$ cat src/rtl/fifo_pkg.sv
// Shared defaults and sizing helper for the single-clock FIFO.
package fifo_pkg;

  localparam int unsigned DefDataWidth = 8;
  localparam int unsigned DefLog2Depth = 4;

  function automatic int unsigned fifo_depth(input int unsigned log2_depth);
    return 32'd1 << log2_depth;
  endfunction

endpackage

$ cat src/rtl/fifo.sv
// Single-clock FIFO; read_enable pushes data_in, write_enable pops into registered data_out.
module fifo
  import fifo_pkg::*;
#(
  parameter int unsigned data_width           = DefDataWidth,
  parameter int unsigned length_as_power_of_2 = DefLog2Depth
) (
  input  logic                  clock,
  input  logic                  reset,
  input  logic [data_width-1:0] data_in,
  input  logic                  read_enable,
  input  logic                  write_enable,
  output logic [data_width-1:0] data_out,
  output logic                  full,
  output logic                  empty
);

  localparam int unsigned Depth = fifo_depth(length_as_power_of_2);
  localparam int unsigned PtrW  = length_as_power_of_2;
  localparam int unsigned CntW  = length_as_power_of_2 + 1;
  localparam logic [CntW-1:0] DepthCnt = CntW'(Depth);

  logic [data_width-1:0] mem_q [Depth];
  logic [PtrW-1:0]       wptr_q, wptr_d;
  logic [PtrW-1:0]       rptr_q, rptr_d;
  logic [CntW-1:0]       count_q, count_d;
  logic [data_width-1:0] dout_q, dout_d;
  logic                  push_ok, pop_ok;

  assign full  = (count_q == DepthCnt);
  assign empty = (count_q == '0);

  always_comb begin
    push_ok = read_enable & ~full;
    pop_ok  = write_enable & ~empty;
    wptr_d  = wptr_q;
    rptr_d  = rptr_q;
    dout_d  = '0;  // no stale word: data_out is zero on any edge without a pop
    if (push_ok) begin
      wptr_d = wptr_q + PtrW'(1);
    end
    if (pop_ok) begin
      rptr_d = rptr_q + PtrW'(1);
      dout_d = mem_q[rptr_q];
    end
    count_d = count_q + CntW'(push_ok) - CntW'(pop_ok);
  end

  always_ff @(posedge clock or posedge reset) begin
    if (reset) begin
      wptr_q  <= '0;
      rptr_q  <= '0;
      count_q <= '0;
      dout_q  <= '0;
    end else begin
      wptr_q  <= wptr_d;
      rptr_q  <= rptr_d;
      count_q <= count_d;
      dout_q  <= dout_d;
    end
  end

  // Storage is deliberately left out of reset.
  always_ff @(posedge clock) begin
    if (push_ok) begin
      mem_q[wptr_q] <= data_in;
    end
  end

  assign data_out = dout_q;

endmodule

$ cat config.mk
export PLATFORM = sky130hd
export DESIGN_NAME = fifo
export DESIGN_NICKNAME = d
export VERILOG_FILES = /design/src/rtl/fifo_pkg.sv /design/src/rtl/fifo.sv
export SDC_FILE = /design/constraint.sdc
export NUM_CORES = 1
export LEC_CHECK = 0
export BUFFER_PORTS_ARGS = -buffer_cell sky130_fd_sc_hd__buf_2
export CORE_MARGIN = 2
export CORE_UTILIZATION = 40
export CTS_CLUSTER_SIZE = 16
export DETAILED_ROUTE_END_ITERATION = 12
export GPL_TIMING_DRIVEN = 0
export PLACE_DENSITY = 0.68
export SYNTH_ARGS = -nofsm -noshare
export SYNTH_HDL_FRONTEND = slang
export SYNTH_SLANG_ARGS = --single-unit
$ cat constraint.sdc
create_clock -name clock -period 7.2 [get_ports clock]
set_input_delay 0.36 -clock clock [delete_from_list [all_inputs] [get_ports clock]]
set_output_delay 0.36 -clock clock [all_outputs]
set_load 0.02 [all_outputs]
# --- Word level (Yosys, flattened, before mapping) ---
# Memories as Yosys holds them, arrays and structs flattened.
# Cells that the tools add are included.
word_totals:
  ff_bits: 21
  mem_bits_rw: 128
  mem_count: 1
memory_table:
  columns: ["name", "words", "width", "rd", "rd_ports_with_merged_regs", "write_ports", "line_no", "text"]
  rows:
  - ["mem_q", 16, 8, 1, 0, 1, "fifo.sv:23", "logic [data_width-1:0] mem_q [Depth];"]
op_classes:
  n_addsub: 4
  eq_ne: 1
  muxes: 3
  bitwise_logic: 4
  n_reduce_logical: 1
op_table:
  columns: ["op", "count"]
  rows:
  - ["$add A4 B1 Y4 const B", 2]
  - ["$mux W8", 1]
  - ["$add A5 B1 Y5", 1]
  - ["$eq A5 B5 Y1 const B", 1]
  - ["$logic_not A5 Y1", 1]
  - ["$sub A5 B1 Y5", 1]
  - ["$and A1 B1 Y1", 2]
  - ["$mux W1", 2]
  - ["$not A1 Y1", 2]

# --- Logic depth before layout (Yosys ltp) ---
# Gate-level depths: netlist (run 1).
logic_depth:
  ltp_word: 5
  depth_mapped: 13
  depth_no_buf: 13

# --- Worst setup path after synthesis (run 1) ---
# OpenSTA, ideal clock, no wires.
synth_path:
  path_type: "register -> register"
  from: "register count_q[3]"
  to: "register count_q[4]"
  setup_ns: 0.123
  arrival_ns: 3.033
  required_ns: 7.077
  slack_ns: 4.044
  stages_incl_launch_ff: 14
  period_less_slack_ns: 3.156
  cell_sequence: "dfrtp_1 inv_1 ha_1 nor4b_1 nor2b_1 buf_4 ha_1 inv_1 ha_1 fa_1 a21oi_1 nor2_1 nor2_1 xnor2_1"
synth_between:
  word_cells_on_any_way: 8
  cone_classes: "add/sub: 2; eq/ne: 1; bitwise: 4; reduce/logical: 1"
synth_lines:
  columns: ["item", "line_no", "text"]
  rows:
  - ["start: declaration", "fifo.sv:26", "logic [CntW-1:0] count_q, count_d;"]
  - ["start signal: assignment", "fifo.sv:58", "count_q <= count_d;"]
  - ["$logic_not A5 Y1", "fifo.sv:31", "assign empty = (count_q == '0);"]
  - ["net empty", "fifo.sv:15", "output logic empty"]
  - ["$not A1 Y1", "fifo.sv:35", "pop_ok = write_enable & ~empty;"]
  - ["$and A1 B1 Y1", "fifo.sv:35", null]
  - ["$sub A5 B1 Y5", "fifo.sv:46", "count_d = count_q + CntW'(push_ok) - CntW'(pop_ok);"]
  - ["net count_d[4]", "fifo.sv:26", null]
# The timed path passes the listed nets, and every way through them passes these cells.
# A chain may end at the register's enable or synchronous reset.

# --- Final worst setup path (run 1) ---
layout_path:
  from: "register count_q[2]"
  to: "register count_q[4]"
layout_between:
  elab_chain_cells: 5
  word_cells_on_any_way: 8
  cone_classes: "add/sub: 2; eq/ne: 1; bitwise: 4; reduce/logical: 1"
layout_lines:
  columns: ["item", "line_no", "text"]
  rows:
  - ["$eq A5 B5 Y1", "fifo.sv:30", "assign full = (count_q == DepthCnt);"]
  - ["$not A1 Y1", "fifo.sv:34", "push_ok = read_enable & ~full;"]
  - ["$and A1 B1 Y1", "fifo.sv:34", null]
  - ["$add A5 B1 Y5", "fifo.sv:46", null]
  - ["$sub A5 B1 Y5 (*)", "fifo.sv:46", null]
  - ["net count_d[4]", "fifo.sv:26", null]
# The timed path passes the listed nets; every way through them passes the cells marked *.

==> qor.csv, run 1 <==
metric;value;unit
status;finished, final reports clean;
grt.overflow.total;0;
drtIter0Drc;191;
slew_headroom;0.341;
place_congestion;0.752;
synth_area_leader_cell;edfxtp_1;
path_class;reg -> reg;
postCtsSetupBuffers;0;
initial_core_util;0.412;
hpwlAfterDp;7150;µm
synthCells;299;
finalPower;2.94;mW
ant_nets;0;
grt_pass1_wl;17200;µm
worst_pin_slew;985;ps
cts_root_buf;clkbuf_16;
yosysWarnings;0;
die_y;127;µm
clk_pin_slew;60;ps
core.rowCount;44;
synth_seq_cells;149;
ys_async_sr_fraction;0.141;
clock_latency;410;ps
avgSynthCellArea;20.1;µm²
p_per_area;416;mW/mm²
cts_max_level;4;
multi_input_area;0.00148;mm²
drt_wl_total;10900;µm
fp.dieArea;0.0160;mm²
leakage;2.51;nW
cap_violations;0;
reg2reg_depth;13;
synth_ff_type;edfxtp_1;
endpoint_kind;register;
synthTopCellsByArea;edfxtp_1 (64%), dfrtp_1 (8.8%), mux4_2 (8.6%);
r2r_end;count_q[4];
synth-edff-count;128;
syn2layout_area_growth;17.7;%
finalSetupViolCount;0;
port_buffers;21;
synth_cell_type_count;32;
grt_setup_unrepaired;no;
antenna_found_initial;0;
fin_crit_sh;0.387;
fin_worst_skew;7.70;ps
first_pass_iters;4;
final_core_utilization;0.484;
cts_tree;done;
crit_arrival;3120;ps
crit_path_start_kind;register;
drc_errors;0;
hold_viol;0;
drt-vias-per-instance;5.31;
cp_max_fo;7;
cts_resized;0;
grt_max_degree;22;
finalNetCount;367;
yosysMostFrequentCell;edfxtp_1;
reg2reg_from;count_q[2];
syn_area;0.00601;mm²
period_minus_slack;2790;ps
track_usage;0.150;
io_pins;22;
hold_path.class;in -> async;
fill_cells;1156;
synth_commonest_cells;edfxtp_1 (128), mux4_2 (23), dfrtp_1 (21), inv_1 (13), ha_1 (11);
ys_seq_area_frac;0.728;
via_count;2868;
timing.setup.tns;0;ps
synth_top_area_frac;0.640;
post_drt_wl_per_cell;20.3;µm
syn_nets;323;
cts_sinks;149;
cts_buffer_depth;2;
final_layout_size_suffix_gt1_frac;0.295;
worstPathRequired;7530;ps
regArea;0.00437;mm²
numCtsBuffers;17;
vdd_drop_max;0.188;mV
ctsHoldBuffers;0;
first_global_vias;3067;
fp.dieW;127;µm
core_area;0.0146;mm²
maxSlewViolCount;0;
num_antenna_cells;0;
regToRegSetupSlack;4410;ps
max_freq;0.359;GHz
sequential cells by signal, summed over array words and instances (netlist names):
register / count
mem_q: 128
wptr_q: 4
data_out: 8
count_q: 5
rptr_q: 4
worst max path at each step:
stage                    start          end  cells after the start
finish              count_q[2]   count_q[4]                     13
global route        count_q[2]   count_q[4]                     13
detailed placement  count_q[2]   count_q[4]                     13
global placement    count_q[2]  mem_q[0][6]                      6
floorplan           count_q[3]   count_q[4]                     13
CTS                 count_q[3]   count_q[4]                     13
critical path, stage by stage (launching register included):
cell and delay (ps):
dfrtp_1 350, inv_1 60, ha_1 200, nand2_1 90
o31a_1 330, inv_1 260, ha_1 340, inv_1 40
ha_1 190, fa_1 410, a21oi_1 160, nor2_1 50
nor2_1 110, xnor2_1 130
where the power goes:
part           internal [mW]  leakage [nW]  switching, mW
clock                  0.658         0.327          0.323
sequential              1.07          1.41         0.0464
combinational          0.393         0.769          0.444
kinds of logic after synthesis:
logic type | after synthesis | synth area share
DFF | 149 | 0.727
muxes | 49 | 0.156
and+or+nand+nor | 30 | 0.0275
buffers and inverters | 28 | 0.0298
AOI/OAI and AO/OA | 21 | 0.0185
adders and majority gates | 12 | 0.0262
xor gates and xnor gates | 10 | 0.0146
cell type report:
type	count	area share
Clock buffer	19	0.0627
Multi-Input combinational cell	122	0.210
Buffer	15	0.0184
Inverter	13	0.00690
Sequential cell	149	0.618
Timing Repair Buffer	25	0.0191
Tap cell	184	0.0326
Clock inverter	13	0.0324
stage by stage:
stage	hold WS, ps	setup slack [ps]	area, µm²	instances
finish	111	4410	7070	540
global route	171	4090	7070	540
CTS	120	4390	7070	540
detailed placement	557	4410	6400	508
global placement	547	4000	6340	504
floorplan	337	4040	6010	299
per-layer routing:
| layer | vias up | track usage | wire length (µm) |
|---|---|---|---|
| met5 | - | 0 | 0 |
| met4 | 0 | 0.0653 | 250 |
| met3 | 23 | 0.0434 | 525 |
| met2 | 81 | 0.242 | 5520 |
| met1 | 1484 | 0.190 | 4640 |
| li1 | 1280 | - | - |
cell usage in the layout (no fill, tap or decap), types with 2 or more instances in the layout:
cell type  synthesis  final
mux4_2            23     23
mux2i_1            8      8
o21ai_1            4      4
nor4_2             0      4
xor2_1             3      3
ha_1              11     11
nand2_1            4      4
clkbuf_1           2      3
clkbuf_16          0     17
buf_6              2      2
buf_4              4      8
edfxtp_1         128    128
dfrtp_1           21     21
nand4_1            2      2
buf_2              3     24
clkbuf_4           2      2
nor2_1             6      6
clkinv_2           0      3
mux4_1             9      9
mux2_2             9      9
o21ai_0            5      5
a21oi_1           10     10
buf_12             2      2
inv_1             13     13
nor3b_1            2      2
bufinv_16          0      6
xnor2_1            7      7
clkinv_4           0      3
and2_1             8      8
Power figures use the tool's default switching activity.
==> run 2, diff against run 1 <==
- ABC_AREA: unset -> 1
- PLACE_DENSITY: 0.68 -> 0.67
- clock period: 7.2 -> 2.9 ns (I/O delays scaled with it)
==> run 2 against run 1 <==
Effect of this change:
- non-clock buffer count up 9
- fmax up 6.4%
- largest cell class unchanged
- sequential share of layout area down 4.1 points
- core utilization down 1.1 points
- worst setup slack worse by 4100 ps
- critical endpoint unchanged
- combinational power rose to 3.0 times the previous value
- synthesized cell count up 120%
- highest routed layer unchanged
- count of clock-buffer cells in the layout up 3
- critical path depth up 1
- clock skew up 15 ps
- largest power group unchanged
==> qor.csv, run 2 <==
metric;value;unit;change
status;finished, final reports clean;;
synth_commonest_cells;nand2_1 (182), inv_1 (131), edfxtp_1 (128), nand3_1 (91), nor2_1 (28);;
clk_pin_slew;70;ps;about the same
p_switching;2.71;mW;+230%
fin_worst_skew;22.3;ps;+14.6 ps
endpoint_kind;register;;
via_count;4320;;+51%
finalSetupViolCount;0;;unchanged
timing.setup.tns;0;ps;unchanged
largest_register_ff_count;128;;unchanged
cts_buffer_depth;2;;unchanged
core_area;0.0160;mm²;+9.7%
antenna_found_initial;0;;unchanged
numCtsBuffers;17;;unchanged
ys_seq_area_frac;0.662;;-0.0650
cts_max_level;4;;unchanged
place_congestion;0.892;;+18%
syn_area;0.00660;mm²;+9.8%
p_per_area;980;mW/mm²;+140%
postCtsSetupBuffers;0;;unchanged
yosysMostFrequentCell;nand2_1;;
initial_core_util;0.412;;+0.000519
die_y;132;µm;+4.6%
leakage;3.44;nW;+37%
avgSynthCellArea;10.2;µm²;-49%
vdd_drop_max;0.596;mV;+220%
hold_ws;117;ps;+5.71 ps
io_pins;22;;unchanged
hold_path.class;in -> reg;;
track_usage;0.176;;+0.0264
crit_arrival;2980;ps;-140 ps
syn_nets;672;;+110%
drtIter0Drc;345;;+81%
grt_setup_unrepaired;no;;
period_minus_slack;2620;ps;-167 ps
ys_async_sr_fraction;0.141;;unchanged
crit_path_start_kind;register;;
drt_wl_total;14400;µm;+32%
maxSlewViolCount;0;;unchanged
grt_max_degree;22;;unchanged
path_class;reg -> reg;;
final_cell_mix;nand2_1 (181), inv_1 (131), edfxtp_1 (128);;
yosysWarnings;0;;unchanged
synth_cell_type_count;18;;-44%
layout_commonest_cell;nand2_1;;
final_layout_size_suffix_gt1_frac;0.112;;-0.183
fill_cells;1512;;+31%
port_buffers;21;;unchanged
synth_area_leader_cell;edfxtp_1;;
syn2layout_area_growth;14.8;%;
worst_pin_slew;928;ps;-56.7 ps
seq_power_share;0.377;;-0.004
post_drt_wl_per_cell;15.7;µm;-23%
first_global_vias;4228;;+38%
cp_max_fo;10;;+3
fp.dieW;132;µm;+4.6%
power_frac_comb;0.342;;+0.057
synthTopCellsByArea;edfxtp_1 (58%), nand2_1 (10%), dfrtp_1 (8.0%);;
ant_nets;0;;unchanged
pwr-share-clk;0.281;;-0.053
cts_sinks;149;;unchanged
fp.dieArea;0.0175;mm²;+9.5%
finalNetCount;714;;+95%
synth-edff-count;128;;unchanged
synth_seq_cells;149;;unchanged
cap_violations;0;;unchanged
synthCells;648;;+120%
drt-vias-per-instance;4.70;;-11%
grt.overflow.total;0;;unchanged
clock_latency;430;ps;+20 ps
drc_errors;0;;unchanged
worstPathRequired;3260;ps;-4270 ps
slew_headroom;0.379;;+0.0380
core.rowCount;46;;+4.5%
first_pass_iters;5;;+1
num_antenna_cells;0;;unchanged
fin_crit_sh;0.903;;+0.516
p_sw_frac;0.365;;+0.0879
hold_viol;0;;unchanged
cts_root_buf;clkbuf_16;;
intPower;4.71;mW;+120%
synth_top_area_frac;0.583;;-0.0572
max_freq;0.382;GHz;+6.4%
synth_ff_type;edfxtp_1;;
cts_tree;done;;
regMostFlops;mem_q;;
grt_pass1_wl;22800;µm;+33%
hpwlAfterDp;9510;µm;+33%
[run 2: path summary, 6_finish.rpt]
path | slack [ps] | start | cells after the start | end
min in group asynchronous | 430 | reset | 3 | count_q[1]
max in group asynchronous | 1940 | reset | 3 | rptr_q[1]
min | 120 | read_enable | 3 | wptr_q[0]
min reg2reg | 520 | count_q[0] | 1 | count_q[0]
max reg2reg | 280 | count_q[3] | 14 | count_q[4]
max | 280 | count_q[3] | 14 | count_q[4]
[run 2: logic make-up after synthesis]
| group | count (synthesis) | share of synthesized area |
|---|---|---|
| AOI/OAI and AO/OA | 13 | 0.00986 |
| xor gates and xnor gates | 10 | 0.0133 |
| adders and majority gates | 12 | 0.0239 |
| buffers and inverters | 161 | 0.100 |
| DFF | 149 | 0.662 |
| and+or+nand+nor | 303 | 0.190 |
[run 2: final cells by class]
class / instances / area [µm²] / area share
Inverter: 135 / 507 / 0.0669
Tap cell: 216 / 270 / 0.0357
Sequential cell: 149 / 4370 / 0.577
Multi-Input combinational cell: 338 / 1570 / 0.208
Clock buffer: 22 / 507 / 0.0669
Timing Repair Buffer: 23 / 125 / 0.0165
Buffer: 26 / 155 / 0.0205
Clock inverter: 10 / 66.3 / 0.00876
[run 2: stage by stage]
stage | setup WS [ps] | util | power [mW] | cell area [µm²] | std cells
after global routing | 17.7 | 0.473 | 7.89 | 7570 | 919
after floorplan | 495 | - | 4.58 | 6600 | 648
after CTS | 123 | 0.472 | 7.47 | 7550 | 918
after global placement | 211 | 0.436 | 5.32 | 6970 | 885
final | 280 | 0.473 | 7.42 | 7570 | 919
after detailed placement | 146 | 0.436 | 5.36 | 6970 | 885
[run 2: power groups by stage]
| stage | registers (mW) | clock network (mW) | logic [mW] |
|---|---|---|---|
| floorplan | 2.87 | 0 | 1.71 |
| detailed placement | 2.84 | 0 | 2.52 |
| global route | 2.83 | 2.21 | 2.86 |
| CTS | 2.80 | 2.12 | 2.54 |
| finish | 2.80 | 2.09 | 2.54 |
| global placement | 2.83 | 0 | 2.49 |
[run 2: critical path: stages, from the launching register on]
cell and delay, ps:
dfrtp_1 390, inv_1 90, ha_1 180, nand4_1 150
nand2_2 120, inv_1 90, buf_4 180, ha_1 270
inv_1 40, ha_1 210, fa_2 360, a21oi_1 150
nor2_1 50, nor2_1 110, xor2_1 160
[run 2: routing by layer]
metal / global-route usage / part of all wire / up-vias
met5: 0 / 0 / -
met1: 0.240 / 0.45 / 2057
met2: 0.277 / 0.47 / 109
met3: 0.0354 / 0.054 / 19
met4: 0.0729 / 0.020 / 0
li1: - / - / 2135
[run 2: what timing repair did]
| action | CTS | global route |
|---|---|---|
| hold buffers | 1 | 1 |
| hold endpoints to repair | 21 | 1 |
| resized for setup | 0 | 4 |
| endpoints found under the setup margin | 0 | 1 |
